## src/rtl/vga_pkg.sv

```systemverilog
// Video mode constant sets and count typedef shared by the raster timing generator.
package vga_pkg;

   localparam int VGA_CNT_MAX_W = 16;
   typedef logic [VGA_CNT_MAX_W-1:0] vga_cnt_t;

   typedef struct packed {
      vga_cnt_t h_active;
      vga_cnt_t h_fp;
      vga_cnt_t h_sync;
      vga_cnt_t h_bp;
      vga_cnt_t v_active;
      vga_cnt_t v_fp;
      vga_cnt_t v_sync;
      vga_cnt_t v_bp;
      logic     hs_pol;
      logic     vs_pol;
   } vga_mode_t;

   // 65 MHz pixel clock
   localparam vga_mode_t VGA_1024x768_60 = '{
      h_active: 16'd1024, h_fp: 16'd24, h_sync: 16'd136, h_bp: 16'd160,
      v_active: 16'd768,  v_fp: 16'd3,  v_sync: 16'd6,   v_bp: 16'd29,
      hs_pol: 1'b0, vs_pol: 1'b0};

   // 40 MHz pixel clock
   localparam vga_mode_t VGA_800x600_60 = '{
      h_active: 16'd800, h_fp: 16'd40, h_sync: 16'd128, h_bp: 16'd88,
      v_active: 16'd600, v_fp: 16'd1,  v_sync: 16'd4,   v_bp: 16'd23,
      hs_pol: 1'b1, vs_pol: 1'b1};

   // 25 MHz pixel rate, reached through ce
   localparam vga_mode_t VGA_640x480_60 = '{
      h_active: 16'd640, h_fp: 16'd16, h_sync: 16'd96, h_bp: 16'd48,
      v_active: 16'd480, v_fp: 16'd10, v_sync: 16'd2,  v_bp: 16'd33,
      hs_pol: 1'b0, vs_pol: 1'b0};

   function automatic int vga_total(input int act, input int fp, input int sync, input int bp);
      return act + fp + sync + bp;
   endfunction

endpackage

```

## src/rtl/vga_timing_gen_if.sv

```systemverilog
// Raster timing bundle: ce flows into the generator, counts/flags/strobes flow out.
interface vga_timing_gen_if #(
   parameter int CNT_W   = 11,
   parameter int FRAME_W = 16
);
   logic               ce;
   logic [CNT_W-1:0]   hcount;
   logic [CNT_W-1:0]   vcount;
   logic               hsync;
   logic               vsync;
   logic               hblnk;
   logic               vblnk;
   logic               line_start;
   logic               frame_start;
   logic [FRAME_W-1:0] frame_cnt;

   modport master (
      input  ce,
      output hcount, vcount, hsync, vsync, hblnk, vblnk,
             line_start, frame_start, frame_cnt
   );

   modport slave (
      output ce,
      input  hcount, vcount, hsync, vsync, hblnk, vblnk,
             line_start, frame_start, frame_cnt
   );
endinterface

```

## src/rtl/vga_axis_ctr.sv

```systemverilog
// One raster axis: modulo counter with increment-enable; blank and sync are
// decoded from the next count so they stay aligned with the registered count.
module vga_axis_ctr #(
   parameter int ACTIVE = 1,
   parameter int FP     = 1,
   parameter int SYNC   = 1,
   parameter int BP     = 1,
   parameter bit POL    = 1'b0,
   parameter int W      = 11
) (
   input  logic         clk,
   input  logic         rst,
   input  logic         inc,
   output logic [W-1:0] cnt,
   output logic         wrap,
   output logic         blank,
   output logic         sync
);
   localparam int           TOT     = ACTIVE + FP + SYNC + BP;
   localparam logic [W-1:0] LAST    = W'(TOT - 1);
   localparam logic [W-1:0] ACT     = W'(ACTIVE);
   localparam logic [W-1:0] SYNC_LO = W'(ACTIVE + FP);
   localparam logic [W-1:0] SYNC_HI = W'(ACTIVE + FP + SYNC - 1);

   logic [W-1:0] cnt_q, cnt_d;
   logic         blank_q, blank_d;
   logic         sync_q, sync_d;

   always_comb begin
      wrap  = inc && (cnt_q == LAST);
      cnt_d = cnt_q;
      if (wrap) begin
         cnt_d = '0;
      end else if (inc) begin
         cnt_d = cnt_q + W'(1);
      end
      blank_d = (cnt_d >= ACT);
      sync_d  = ((cnt_d >= SYNC_LO) && (cnt_d <= SYNC_HI)) ? POL : ~POL;
   end

   always_ff @(posedge clk) begin
      if (rst) begin
         cnt_q   <= '0;
         blank_q <= 1'b0;
         sync_q  <= ~POL;
      end else begin
         cnt_q   <= cnt_d;
         blank_q <= blank_d;
         sync_q  <= sync_d;
      end
   end

   assign cnt   = cnt_q;
   assign blank = blank_q;
   assign sync  = sync_q;
endmodule

```

## src/rtl/vga_timing_gen.sv

```systemverilog
// Parametrised VGA raster timing: H axis advances on ce, V axis on the H wrap;
// all outputs registered with zero skew, strobes fire only on ce-qualified wraps.
module vga_timing_gen
   import vga_pkg::*;
#(
   parameter int H_ACTIVE = int'(VGA_1024x768_60.h_active),
   parameter int H_FP     = int'(VGA_1024x768_60.h_fp),
   parameter int H_SYNC   = int'(VGA_1024x768_60.h_sync),
   parameter int H_BP     = int'(VGA_1024x768_60.h_bp),
   parameter int V_ACTIVE = int'(VGA_1024x768_60.v_active),
   parameter int V_FP     = int'(VGA_1024x768_60.v_fp),
   parameter int V_SYNC   = int'(VGA_1024x768_60.v_sync),
   parameter int V_BP     = int'(VGA_1024x768_60.v_bp),
   parameter bit HS_POL   = VGA_1024x768_60.hs_pol,
   parameter bit VS_POL   = VGA_1024x768_60.vs_pol,
   parameter int CNT_W    = 11,
   parameter int FRAME_W  = 16
) (
   input  logic              clk,
   input  logic              rst,
   vga_timing_gen_if.master  vif
);
   localparam int H_TOT   = vga_total(H_ACTIVE, H_FP, H_SYNC, H_BP);
   localparam int V_TOT   = vga_total(V_ACTIVE, V_FP, V_SYNC, V_BP);
   localparam int MAX_TOT = (H_TOT > V_TOT) ? H_TOT : V_TOT;

   if (H_ACTIVE < 1 || H_FP < 1 || H_SYNC < 1 || H_BP < 1 ||
       V_ACTIVE < 1 || V_FP < 1 || V_SYNC < 1 || V_BP < 1) begin : g_bad_timing
      $error("vga_timing_gen: every timing parameter must be >= 1");
   end
   if (CNT_W < 1 || (CNT_W < 31 && (1 << CNT_W) <= MAX_TOT)) begin : g_bad_cnt_w
      $error("vga_timing_gen: CNT_W too narrow for the line/frame totals");
   end
   if (FRAME_W < 1) begin : g_bad_frame_w
      $error("vga_timing_gen: FRAME_W must be >= 1");
   end

   logic [CNT_W-1:0]   hcnt, vcnt;
   logic               h_wrap, v_wrap;
   logic               hblnk, vblnk, hsync, vsync;
   logic               line_start_q, line_start_d;
   logic               frame_start_q, frame_start_d;
   logic [FRAME_W-1:0] frame_cnt_q, frame_cnt_d;

   vga_axis_ctr #(
      .ACTIVE(H_ACTIVE), .FP(H_FP), .SYNC(H_SYNC), .BP(H_BP), .POL(HS_POL), .W(CNT_W)
   ) u_h_ctr (
      .clk(clk), .rst(rst), .inc(vif.ce),
      .cnt(hcnt), .wrap(h_wrap), .blank(hblnk), .sync(hsync)
   );

   // V only moves on the H wrap, so vsync can only change as hcount enters 0.
   vga_axis_ctr #(
      .ACTIVE(V_ACTIVE), .FP(V_FP), .SYNC(V_SYNC), .BP(V_BP), .POL(VS_POL), .W(CNT_W)
   ) u_v_ctr (
      .clk(clk), .rst(rst), .inc(h_wrap),
      .cnt(vcnt), .wrap(v_wrap), .blank(vblnk), .sync(vsync)
   );

   always_comb begin
      line_start_d  = h_wrap;
      frame_start_d = v_wrap;
      frame_cnt_d   = frame_cnt_q + FRAME_W'(v_wrap);
   end

   always_ff @(posedge clk) begin
      if (rst) begin
         line_start_q  <= 1'b0;
         frame_start_q <= 1'b0;
         frame_cnt_q   <= '0;
      end else begin
         line_start_q  <= line_start_d;
         frame_start_q <= frame_start_d;
         frame_cnt_q   <= frame_cnt_d;
      end
   end

   assign vif.hcount      = hcnt;
   assign vif.vcount      = vcnt;
   assign vif.hsync       = hsync;
   assign vif.vsync       = vsync;
   assign vif.hblnk       = hblnk;
   assign vif.vblnk       = vblnk;
   assign vif.line_start  = line_start_q;
   assign vif.frame_start = frame_start_q;
   assign vif.frame_cnt   = frame_cnt_q;
endmodule

```

## src/flat_wrapper.sv

```systemverilog
// flat-port wrapper written by rule: the top's interface ports become plain ports
module vga_timing_gen_flat import vga_pkg::*;
#(
   parameter int H_ACTIVE = int'(VGA_1024x768_60.h_active),
   parameter int H_FP     = int'(VGA_1024x768_60.h_fp),
   parameter int H_SYNC   = int'(VGA_1024x768_60.h_sync),
   parameter int H_BP     = int'(VGA_1024x768_60.h_bp),
   parameter int V_ACTIVE = int'(VGA_1024x768_60.v_active),
   parameter int V_FP     = int'(VGA_1024x768_60.v_fp),
   parameter int V_SYNC   = int'(VGA_1024x768_60.v_sync),
   parameter int V_BP     = int'(VGA_1024x768_60.v_bp),
   parameter bit HS_POL   = VGA_1024x768_60.hs_pol,
   parameter bit VS_POL   = VGA_1024x768_60.vs_pol,
   parameter int CNT_W    = 11,
   parameter int FRAME_W  = 16
)
  (clk, rst, vif_ce, vif_hcount, vif_vcount, vif_hsync, vif_vsync, vif_hblnk, vif_vblnk, vif_line_start, vif_frame_start, vif_frame_cnt);
  vga_timing_gen_if #(.CNT_W(CNT_W), .FRAME_W(FRAME_W)) vif_i ();
  input  logic clk;
  input  logic rst;
  input wire logic [$bits(vif_i.ce)-1:0] vif_ce;
  output wire logic [$bits(vif_i.hcount)-1:0] vif_hcount;
  output wire logic [$bits(vif_i.vcount)-1:0] vif_vcount;
  output wire logic [$bits(vif_i.hsync)-1:0] vif_hsync;
  output wire logic [$bits(vif_i.vsync)-1:0] vif_vsync;
  output wire logic [$bits(vif_i.hblnk)-1:0] vif_hblnk;
  output wire logic [$bits(vif_i.vblnk)-1:0] vif_vblnk;
  output wire logic [$bits(vif_i.line_start)-1:0] vif_line_start;
  output wire logic [$bits(vif_i.frame_start)-1:0] vif_frame_start;
  output wire logic [$bits(vif_i.frame_cnt)-1:0] vif_frame_cnt;
  assign vif_i.ce = vif_ce;
  assign vif_hcount = vif_i.hcount;
  assign vif_vcount = vif_i.vcount;
  assign vif_hsync = vif_i.hsync;
  assign vif_vsync = vif_i.vsync;
  assign vif_hblnk = vif_i.hblnk;
  assign vif_vblnk = vif_i.vblnk;
  assign vif_line_start = vif_i.line_start;
  assign vif_frame_start = vif_i.frame_start;
  assign vif_frame_cnt = vif_i.frame_cnt;
  vga_timing_gen #(.H_ACTIVE(H_ACTIVE), .H_FP(H_FP), .H_SYNC(H_SYNC), .H_BP(H_BP), .V_ACTIVE(V_ACTIVE), .V_FP(V_FP), .V_SYNC(V_SYNC), .V_BP(V_BP), .HS_POL(HS_POL), .VS_POL(VS_POL), .CNT_W(CNT_W), .FRAME_W(FRAME_W)) u_core (.clk(clk), .rst(rst), .vif(vif_i));
endmodule
```

## config.mk

```make
export PLATFORM = sky130hd
export DESIGN_NAME = vga_timing_gen_flat
export DESIGN_NICKNAME = d
export VERILOG_FILES = /design/src/rtl/vga_pkg.sv /design/src/rtl/vga_timing_gen_if.sv /design/src/rtl/vga_axis_ctr.sv /design/src/rtl/vga_timing_gen.sv /design/src/flat_wrapper.sv
export SDC_FILE = /design/constraint.sdc
export NUM_CORES = 1
export LEC_CHECK = 0
export CORE_UTILIZATION = 50
export DETAILED_ROUTE_END_ITERATION = 16
export PLACE_DENSITY = 0.89
export SYNTH_ARGS = -nofsm -noshare
export SYNTH_HDL_FRONTEND = slang
export SYNTH_SLANG_ARGS = --single-unit
```

## constraint.sdc

```tcl
create_clock -name clk -period 7.1 [get_ports clk]
set_input_delay 1.42 -clock clk [delete_from_list [all_inputs] [get_ports clk]]
set_output_delay 1.42 -clock clk [all_outputs]
set_load 0.1 [all_outputs]
```

# Word-level counts from Yosys, hierarchy flattened
# Cells that the tools add are included.
# op_classes
add_sub_neg	3
multipliers	0
div	0
order_cmp	6
eq_ne	2
shift	0
mux	6
bitwise	0
n_reduce_logical	4
# ops
op	count
$mux W11	4
$add A11 B1 Y11 const B	2
$ge A11 B10 Y1 const B	2
$ge A11 B11 Y1 const B	2
$add A16 B1 Y16	1
$eq A11 B10 Y1 const B	1
$eq A11 B11 Y1 const B	1
$le A11 B10 Y1 const B	1
$le A11 B11 Y1 const B	1
$logic_and A1 B1 Y1	4
$mux W1	2
# totals
regBits	44
latch_bits	0
ram_bits	0
rom_bits	0
out_inout_bits	44
word_cells	30
memories	0

# Logic depth before layout (Yosys ltp)
# Gate-level depths: netlist of the first run.
# depth
depth_word	7
ltp_mapped	13
mapped_depth_nobuf	12

# Hierarchy
# From an unflattened synthesis of the first run, not the netlist that was laid out.
# unflattened
hier_cells	255
area_unflattened_um2	2263.4
# modules_own_cells
mod	instances	cells_each	area_each_um2	seq_area_each_um2
vga_timing_gen	1	86	800.8	360.3
vga_axis_ctr (u_core.u_v_ctr)	1	90	743.2	260.2
vga_axis_ctr (u_core.u_h_ctr)	1	79	719.4	260.2

# Worst setup path after synthesis of the first run
# No wires, ideal clock.
# synth_path
path_type	input to register
start	in vif_ce
end	reg u_core.frame_cnt_q[13], in the netlist u_core.vif.frame_cnt[13]
setup_ps	67
t_arrival_ps	3782
required_time_ps	7033
path_slack_ps	3252
path_stages	13
path_buffers	2
path_cell_list	clkbuf_1 -> and3_1 -> and4_1 -> clkbuf_1 -> nand4_1 -> inv_1 -> ha_1 -> nand3_1 -> nor3_1 -> and3_1 -> nand3_1 -> xor2_1 -> nor2_1
# synth_between
elab_chain_cells	3
# synth_lines
element	line_no	text
start, declared	flat_wrapper.sv:21	input wire logic [$bits(vif_i.ce)-1:0] vif_ce;
$logic_and A1 B1 Y1 (2 in a row)	vga_axis_ctr.sv:30	wrap = inc && (cnt_q == LAST);
named net u_core.frame_start_d	vga_timing_gen.sv:42	logic frame_start_q, frame_start_d;
$add A16 B1 Y16	vga_timing_gen.sv:63	frame_cnt_d = frame_cnt_q + FRAME_W'(v_wrap);
end signal, assigned	vga_timing_gen.sv:74	frame_cnt_q <= frame_cnt_d;
end, declared	vga_timing_gen.sv:43	logic [FRAME_W-1:0] frame_cnt_q, frame_cnt_d;
# The timed path passes the listed nets, and every way through them passes these cells.
# A chain may end at the register's enable or synchronous reset.

# Worst setup path after layout of the first run
# layout_path
start	in vif_ce
end	reg u_core.frame_cnt_q[14], in the netlist u_core.vif.frame_cnt[14]
# Same word-level chain as after synthesis.

==> results, run 1 <==
- The number of synthesized flops with an enable pin is 0.
- CTS placed an instance of sky130_fd_sc_hd__clkbuf_8 at the clock tree root.
- The repair_antennas step left the layout with diodes totalling 0.
- During placement, the flow inserted port buffers numbering 46.
- In the post-route analysis, the smallest setup slack over all paths is ~2700 ps.
- Sequential elements use 42.7% of the synthesized area.
- The largest net degree at the start of global routing is 35.
- The number of pins exceeding their max-slew limit in the final report is 0.
- The average wire per cell in the routed design is 14.1 µm.
- The die span in y is 66.2 µm.
- Once the clock tree was built, the resizer swapped 0 gates to a different size.
- The endpoint identified for the worst register-to-register timing path is u_core.vif.frame_cnt[14].
- Synthesis handed over a netlist of 240 instances.
- After clock tree synthesis, the setup repair step added 0 buffers.
- Clock-pin slew was measured on the worst setup and hold paths at around 80 ps.
- The primary flip-flop cell chosen by synthesis mapping is sky130_fd_sc_hd__dfxtp_1.
- The die area is about 0.0044 mm².
- The critical path data arrival time is about 4500 ps.
- The setup path with the least slack is of type input pin to register.
- TritonCTS built the clock tree.
- The aggregate negative setup slack is 0 ps.
- The kind of path behind the tightest hold check is register to register.
- At the later pin of the worst-skew pair, clock insertion delay measures about 300 ps.
- In this run the cell area of the synthesized design comes to approximately 0.0021 mm².
- The Yosys step of the flow raised 0 warnings.
- The register-to-register path setup slack is between 3000 and 4000 ps.
- The number of CTS-inserted buffers is 5.
- Timing would allow up to about 230 MHz.
- The via count of the first global-routing pass is between 1500 and 2000.
- For this block, the initial DRC count from the detailed router was 177.
- The number of hold buffers added after CTS was 0.
- At the worst endpoint, the required time is 7280 ps.
- Row generation in the floorplan step produced 22 rows.
- The startpoint type of the worst setup path is an input pin.
- The launching point of the worst reg2reg path is u_core.u_h_ctr.cnt[1].
- Counting flops with an async set or reset pin after synthesis yields a share of 0%.
- The number of antenna violations at the first check in global routing is 0.
- The worst path in the final design needs a cycle of between 4000 and 5000 ps, including I/O delays and setup.
- The clock arrives with about 7.5 ps of skew.
- The initial utilization of the core area, before any placement, comes to between 50% and 60%.
- The total vias in the final route is between 1500 and 2000.
- The leakage power is a little under 0.9 nW.
- For the worst flop-to-flop path, the logic depth is 12.
- The relative area change from synthesis to final layout is 27.3%.
- Across the VDD grid, the largest voltage drop is roughly 120 µV.
- The hold-critical path endpoint is u_core.vif.frame_cnt[8].
- The flow ran to the end, and the final reports show no timing, DRC or antenna violations.
- The number of hold-slack violations in the final timing report is 0.
- The count of nets left with antenna violations once routing finished came out at 0.
- The worst setup path is captured at a register.
- Before CTS, the worst setup slack after placement is 2450 ps.
- The final layout net count is 290.
- The number of nets handed over by synthesis was between 200 and 250.
- The number of instances on the worst hold path is 2.
- The detailed-route wire length is about 4700 µm.
- For the pin with the worst max-slew slack, the measured transition is 980 ps.
- Dividing the detail-routed via count by the number of cells gives approximately 5.8.
- The average instance in the mapped netlist occupies ~8.6 µm².
- The worst path uses between 60% and 70% of the clock period.
- The startpoint identified for the worst hold timing path is u_core.vif.frame_cnt[8].
- The first-pass GRT wire length is 7920 µm.
- The number of violations of the max-capacitance limit is 0.
- The total power density per cell area is about 160 mW/mm².
- In this run the count of I/O pins placed on the die edge is 47.
- At the end of routability-driven placement, the weighted congestion stood at between 0.8 and 0.9.
- In this run the standard cell core region covers around 0.0038 mm².
- Clock tree synthesis found a total of 44 sinks.
- Measured against its own limit, the worst slew margin works out to between 30% and 40%.
- Setup repair after global routing left no endpoint under its margin.
- The share of cells above drive strength 1 is 3.90%.
- Measured along the x axis, the die boundary spans 66.2 µm.
- For this run, the detailed router's first-pass iteration total came to 4.
- The longest clock path from root to sink contains 2 buffers.
- For this run, design rule violations remaining after detail routing come to 0.
- After synthesis the netlist holds a flip-flop and latch count of 44.
- The overflow left after global routing is 0.
- In this run the number of H-tree levels came out at 2.
- The largest fanout on the critical path is 16.
- The number of different library cells used by synthesis comes to 41.
- Summed over all nets, the half-perimeter wirelength after detailed placement is around 3400 µm.
- The overall track demand over capacity in global routing is between 20% and 30%.
- Setup violations remaining at the end of the flow were counted as 0.
## flip-flops by register name, indices dropped and copies added, names as in the netlist
signal                  cells
u_core.u_v_ctr.sync         1
u_core.u_v_ctr.blank        1
u_core.vif.frame_start      1
u_core.u_h_ctr.sync         1
u_core.u_h_ctr.blank        1
u_core.u_v_ctr.cnt         11
u_core.vif.line_start       1
u_core.u_h_ctr.cnt         11
u_core.vif.frame_cnt       16
## critical path, cell delays in order
cell                              delay (ps)
sky130_fd_sc_hd__clkdlybuf4s50_1         620
sky130_fd_sc_hd__and3_1                  260
sky130_fd_sc_hd__and4_1                  560
sky130_fd_sc_hd__nand4_1                 340
sky130_fd_sc_hd__inv_1                   130
sky130_fd_sc_hd__ha_1                    170
sky130_fd_sc_hd__ha_1                    260
sky130_fd_sc_hd__nand3_1                 100
sky130_fd_sc_hd__nor3_1                  330
sky130_fd_sc_hd__nand3_1                 150
sky130_fd_sc_hd__xor2_1                  150
sky130_fd_sc_hd__nor2_1                   50
## power by group
group          internal, mW  total [mW]  switching, mW
clock                0.0667       0.153         0.0865
sequential            0.248       0.250        0.00205
combinational       0.00543      0.0206         0.0151
total                 0.320       0.424          0.104
## layout by cell type (no fill, tap or decap), drive strengths merged, types with 3 or more instances in the layout
| cell | n |
|---|---|
| nand4 | 6 |
| or3 | 4 |
| xnor2 | 16 |
| ha | 5 |
| nor2 | 34 |
| clkbuf | 5 |
| clkdlybuf4s50 | 46 |
| nor3 | 14 |
| nor4 | 4 |
| nand3 | 18 |
| a211oi | 3 |
| and3 | 5 |
| xor2 | 14 |
| nand2 | 14 |
| dfxtp | 44 |
| nor2b | 3 |
| o21ai | 6 |
| inv | 4 |
| a21oi | 8 |
## how the worst max path moves through the flow
stage | start | to | slack [ps] | cells after the start
6_report | vif_ce | u_core.vif.frame_cnt[14] | 2750 | 12
5_1_grt | vif_ce | u_core.vif.frame_cnt[14] | 2370 | 12
4_1_cts | vif_ce | u_core.vif.frame_cnt[14] | 2770 | 12
3_5_place_dp | vif_ce | u_core.vif.frame_cnt[14] | 2450 | 12
3_3_place_gp | vif_ce | u_core.vif.frame_cnt[13] | 2610 | 12
2_1_floorplan | vif_ce | u_core.vif.frame_cnt[13] | 3250 | 13
## through the flow
step                      total power, mW  utilization (%)  instances  instance area [µm²]  hold WS [ps]
after global placement              0.276             67.0        323                 2540           490
final                               0.424             69.1        330                 2630           512
after detailed placement            0.276             67.0        323                 2540           501
after CTS                           0.426             69.1        330                 2630           512
after floorplan                     0.271                -        240                 2060           953
after global routing                0.440             69.1        330                 2630           544
## layer usage
layer  track usage (%)  wire (µm)
met4              12.5         38
met3              4.31        346
met1              32.8       2080
met5                 0          0
met2              36.1       2190
## cells in the mapped netlist (5+ instances only)
library cell | n | share of area (%)
sky130_fd_sc_hd__nand2_1 | 14 | 2.5
sky130_fd_sc_hd__dfxtp_1 | 44 | 43
sky130_fd_sc_hd__and3_1 | 5 | 1.5
sky130_fd_sc_hd__o21ai_0 | 6 | 1.5
sky130_fd_sc_hd__ha_1 | 5 | 3.0
sky130_fd_sc_hd__a21oi_1 | 8 | 1.9
sky130_fd_sc_hd__xnor2_1 | 16 | 6.8
sky130_fd_sc_hd__nand3_1 | 18 | 4.4
sky130_fd_sc_hd__nand4_1 | 6 | 1.8
sky130_fd_sc_hd__xor2_1 | 14 | 5.9
sky130_fd_sc_hd__nor2_1 | 34 | 6.2
sky130_fd_sc_hd__clkbuf_1 | 11 | 2.0
sky130_fd_sc_hd__nor3_1 | 14 | 3.4
## area by class of cell
class / instances / area [µm²]
fillers: 340 / 1170
multi-input cells: 180 / 1120
flip-flops and latches: 44 / 881
repair buffers: 47 / 468
clock buffers: 5 / 68.8
well taps: 48 / 60.1
inverters: 4 / 15.0
clock inverters: 2 / 12.5
## cell families after synthesis
family / synth area share [%]
simple gates: 28.4
flops: 42.7
compound gates: 9.64
xor+xnor: 12.7
buf+inv: 2.97
fa+ha+maj: 3.03
mux: 0.485
Power figures use the tool's default switching activity.
==> inputs of run 2 (changes only) <==
==> constraint.sdc (replaced) <==
create_clock -name clk -period 4.4 [get_ports clk]
set_input_delay 0.88 -clock clk [delete_from_list [all_inputs] [get_ports clk]]
set_output_delay 0.88 -clock clk [all_outputs]
set_load 0.1 [all_outputs]
==> run 2 against run 1 <==
  * Critical path depth is the same
  * Flip-flop and latch count is the same
  * Power up 74%
  * Die area is the same
  * Count of clock-buffer cells in the layout grew 1
  * Global-route usage decreased by 0.57 points
  * Hold slack improved by 14 ps
  * Clock power is 97% higher
  * Utilization up 0.89 points
  * Cell count up 0.61%
  * First-iteration DRC count increased by 2.8%
  * Clock skew is 2.0 ps lower
==> results, run 2 (same netlist as run 1, synthesis figures left out) <==
- Result of the run: finished clean (unchanged).
- The first-pass iteration count of the detailed router is 5 (was 4).
- The cell count after placement is 324 (was 323).
- The worst supply voltage drop on vdd is 182 µV (was 119 µV).
- The count of antenna-violating nets left after detailed routing is 0 (unchanged).
- The nature of the critical path endpoint was a register (unchanged).
- The total number of clock tree sinks is 44 (unchanged).
- The core footprint was 0.00380 mm² (unchanged).
- The via count of the first global-routing pass is 1786 (was 1693).
- The total number of placement rows is 22 (unchanged).
- The clock transition time at the flip-flop clock pins of the worst setup and hold paths was 80 ps (about the same).
- The top-level I/O count is 47 (unchanged).
- The number of hold-slack violations in the final timing report was 0 (unchanged).
- The final layout net count was 291 (was 290).
- The relative area change from synthesis to final layout is 28.9% (was 27.3%).
- The number of buffer cells added on primary ports is 46 (unchanged).
- The die extent in x is 66.2 µm (unchanged).
- The largest fanout on the critical path is 7 (was 16).
- The average wire per cell in the routed design is 14.1 µm (about the same).
- The number of pins exceeding their max-slew limit in the final report was 0 (unchanged).
- The CTS tree is built (unchanged).
- The final estimated routing congestion in global placement is 1.00 (was 0.833).
- The startpoint of the tightest hold check path is u_core.vif.frame_cnt[8] (unchanged).
- Derived from the worst setup path, the maximum achievable clock frequency is 294 MHz.
- The total vias in the final route is 1925 (was 1899).
- The detailed-route wire length came to 4700 µm (was 4660 µm).
- The final setup violation count is 0 (unchanged).
- The overall track demand over capacity in global routing is 23.5% (was 24.1%).
- The final setup skew is 5.55 ps (was 7.50 ps).
- The worst-case clock buffer depth is 2 (unchanged).
- The headroom to the max-slew limit is 34.6% (was 34.4%).
- The leakage power came to 0.913 nW (was 0.892 nW).
- The kind of path behind the tightest hold check is register to register (unchanged).
- Most frequent cells in the layout: 46 x sky130_fd_sc_hd__clkdlybuf4s50_1, 44 x sky130_fd_sc_hd__dfxtp_1, 34 x sky130_fd_sc_hd__nor2_1 (unchanged).
- The die area came to 0.00439 mm² (unchanged).
- The maximum level of the CTS H-tree is 2 (unchanged).
- Unrepaired setup endpoints after global routing: false (unchanged).
- The number of violations of the max-capacitance limit is 0 (unchanged).
- The source-to-sink clock delay at the later pin of the worst-skew pair is 300 ps (about the same).
- The end-of-flow core utilization was 70.0% (was 69.1%).
- The number of antenna violations at the first check in global routing is 0 (unchanged).
- The aggregate negative setup slack is 0 ps (unchanged).
- The actual transition at the worst max-transition pin is 978 ps (was 980 ps).
- The DRC violation total after the first TritonRoute iteration is 182 (was 177).
- The launching point of the worst reg2reg path is u_core.u_h_ctr.cnt[0] (was u_core.u_h_ctr.cnt[1]).
- The number of remaining DRC errors is 0 (unchanged).
- The filler-free cell count of the finished design is 332 (was 330).
- The flip-flop count of the largest register, all copies and words added is 16 (unchanged).
- The data required time at the worst endpoint is 4580 ps (was 7280 ps).
- The final cycle utilization of the critical path is roughly 77%.
- The initial cell density of the core came to 54.3% (unchanged).
- The number of antenna diodes is 0 (unchanged).
- The first-pass GRT wire length is 7930 µm (was 7920 µm).
- The CTS root buffer is sky130_fd_sc_hd__clkbuf_8 (unchanged).
- The largest net degree at the start of global routing is 34 (was 35).
- The type of the worst setup path is input pin to register (unchanged).
- The origin of the worst setup path is vif_ce (unchanged).
- The share of cells above drive strength 1 came to 4.23% (was 3.90%).
- The detailed-route vias per instance came to 5.80 (was 5.75).
- The half-perimeter wire length after detailed placement is 3360 µm (was 3380 µm).
- The cts-stage hold buffer count was 0 (unchanged).
- The overflow left after global routing is 0 (unchanged).
- The critical path data arrival time is 3590 ps (was 4540 ps).
- The post-CTS setup buffer count is 0 (unchanged).
- The die span in y is 66.2 µm (unchanged).
- The total power density per cell area came to 277 mW/mm² (was 161 mW/mm²).
- The number of CTS-inserted buffers is 5 (unchanged).
- The startpoint type of the worst setup path is an input pin (unchanged).
- The post-cts gate resize count is 0 (unchanged).
- The leading cell type in the layout, fill and taps excluded is sky130_fd_sc_hd__clkdlybuf4s50_1 (unchanged).
- For the finished layout, the period the worst path requires is 3400 ps.
==> run 2: cell count changes in the layout (fill, tap and decap cells not counted) <==
| cell | change |
|---|---|
| sky130_fd_sc_hd__clkinvlp_4 | -1 |
| sky130_fd_sc_hd__clkbuf_1 | +1 |
| sky130_fd_sc_hd__bufinv_16 | +1 |
| sky130_fd_sc_hd__buf_4 | +1 |
==> run 2: power breakdown <==
group	switching [mW]	internal, mW
combinational	0.0240	0.00865
sequential	0.00327	0.400
clock	0.133	0.168
==> run 2: path summary, 6_finish.rpt <==
kind,to,slack [ps],cells past startpoint
worst max-delay path,u_core.vif.frame_cnt[12],1000,12
worst min-delay path,u_core.vif.frame_cnt[8],530,2
worst max register to register,u_core.vif.frame_cnt[12],1540,12
worst min register to register,u_core.vif.frame_cnt[8],530,2
==> run 2: layout make-up <==
type                       count  area [µm²]
sequential                    44         881
timing repair buffer          48         475
clock buffer                   6        72.6
inverter                       4        15.0
fill                         315        1140
multi-input combinational    180        1120
tap                           48        60.1
clock inverter                 2        35.0
==> run 2: through the flow <==
step	worst slack [ps]	power, mW	area, µm²	hold slack [ps]
2_1_floorplan	871	0.437	2060	953
3_3_place_gp	871	0.445	2550	485
3_5_place_dp	698	0.445	2550	515
4_1_cts	1020	0.742	2660	528
5_1_grt	743	0.763	2660	548
6_report	997	0.737	2660	526
==> run 2: worst max-delay path: stages <==
cell                              delay [ps]
sky130_fd_sc_hd__clkdlybuf4s50_1         610
sky130_fd_sc_hd__and3_1                  260
sky130_fd_sc_hd__and4_1                  220
sky130_fd_sc_hd__nand4_1                 220
sky130_fd_sc_hd__inv_1                   130
sky130_fd_sc_hd__ha_1                    170
sky130_fd_sc_hd__ha_1                    260
sky130_fd_sc_hd__nand3_1                  90
sky130_fd_sc_hd__nor3_1                  320
sky130_fd_sc_hd__nand3_1                 160
sky130_fd_sc_hd__xor2_1                  190
sky130_fd_sc_hd__nor2_1                   60
==> run 2: per-layer routing <==
| layer | wire, µm | GRT usage (%) | share of wire, % | vias up |
|---|---|---|---|---|
| met5 | 0 | 0 | 0 | - |
| met4 | 63 | 8.78 | 1.3 | 0 |
| met3 | 307 | 5.69 | 6.5 | 9 |
| met2 | 2260 | 39.5 | 48 | 63 |
| met1 | 2070 | 28.9 | 44 | 913 |
| li1 | - | - | - | 940 |
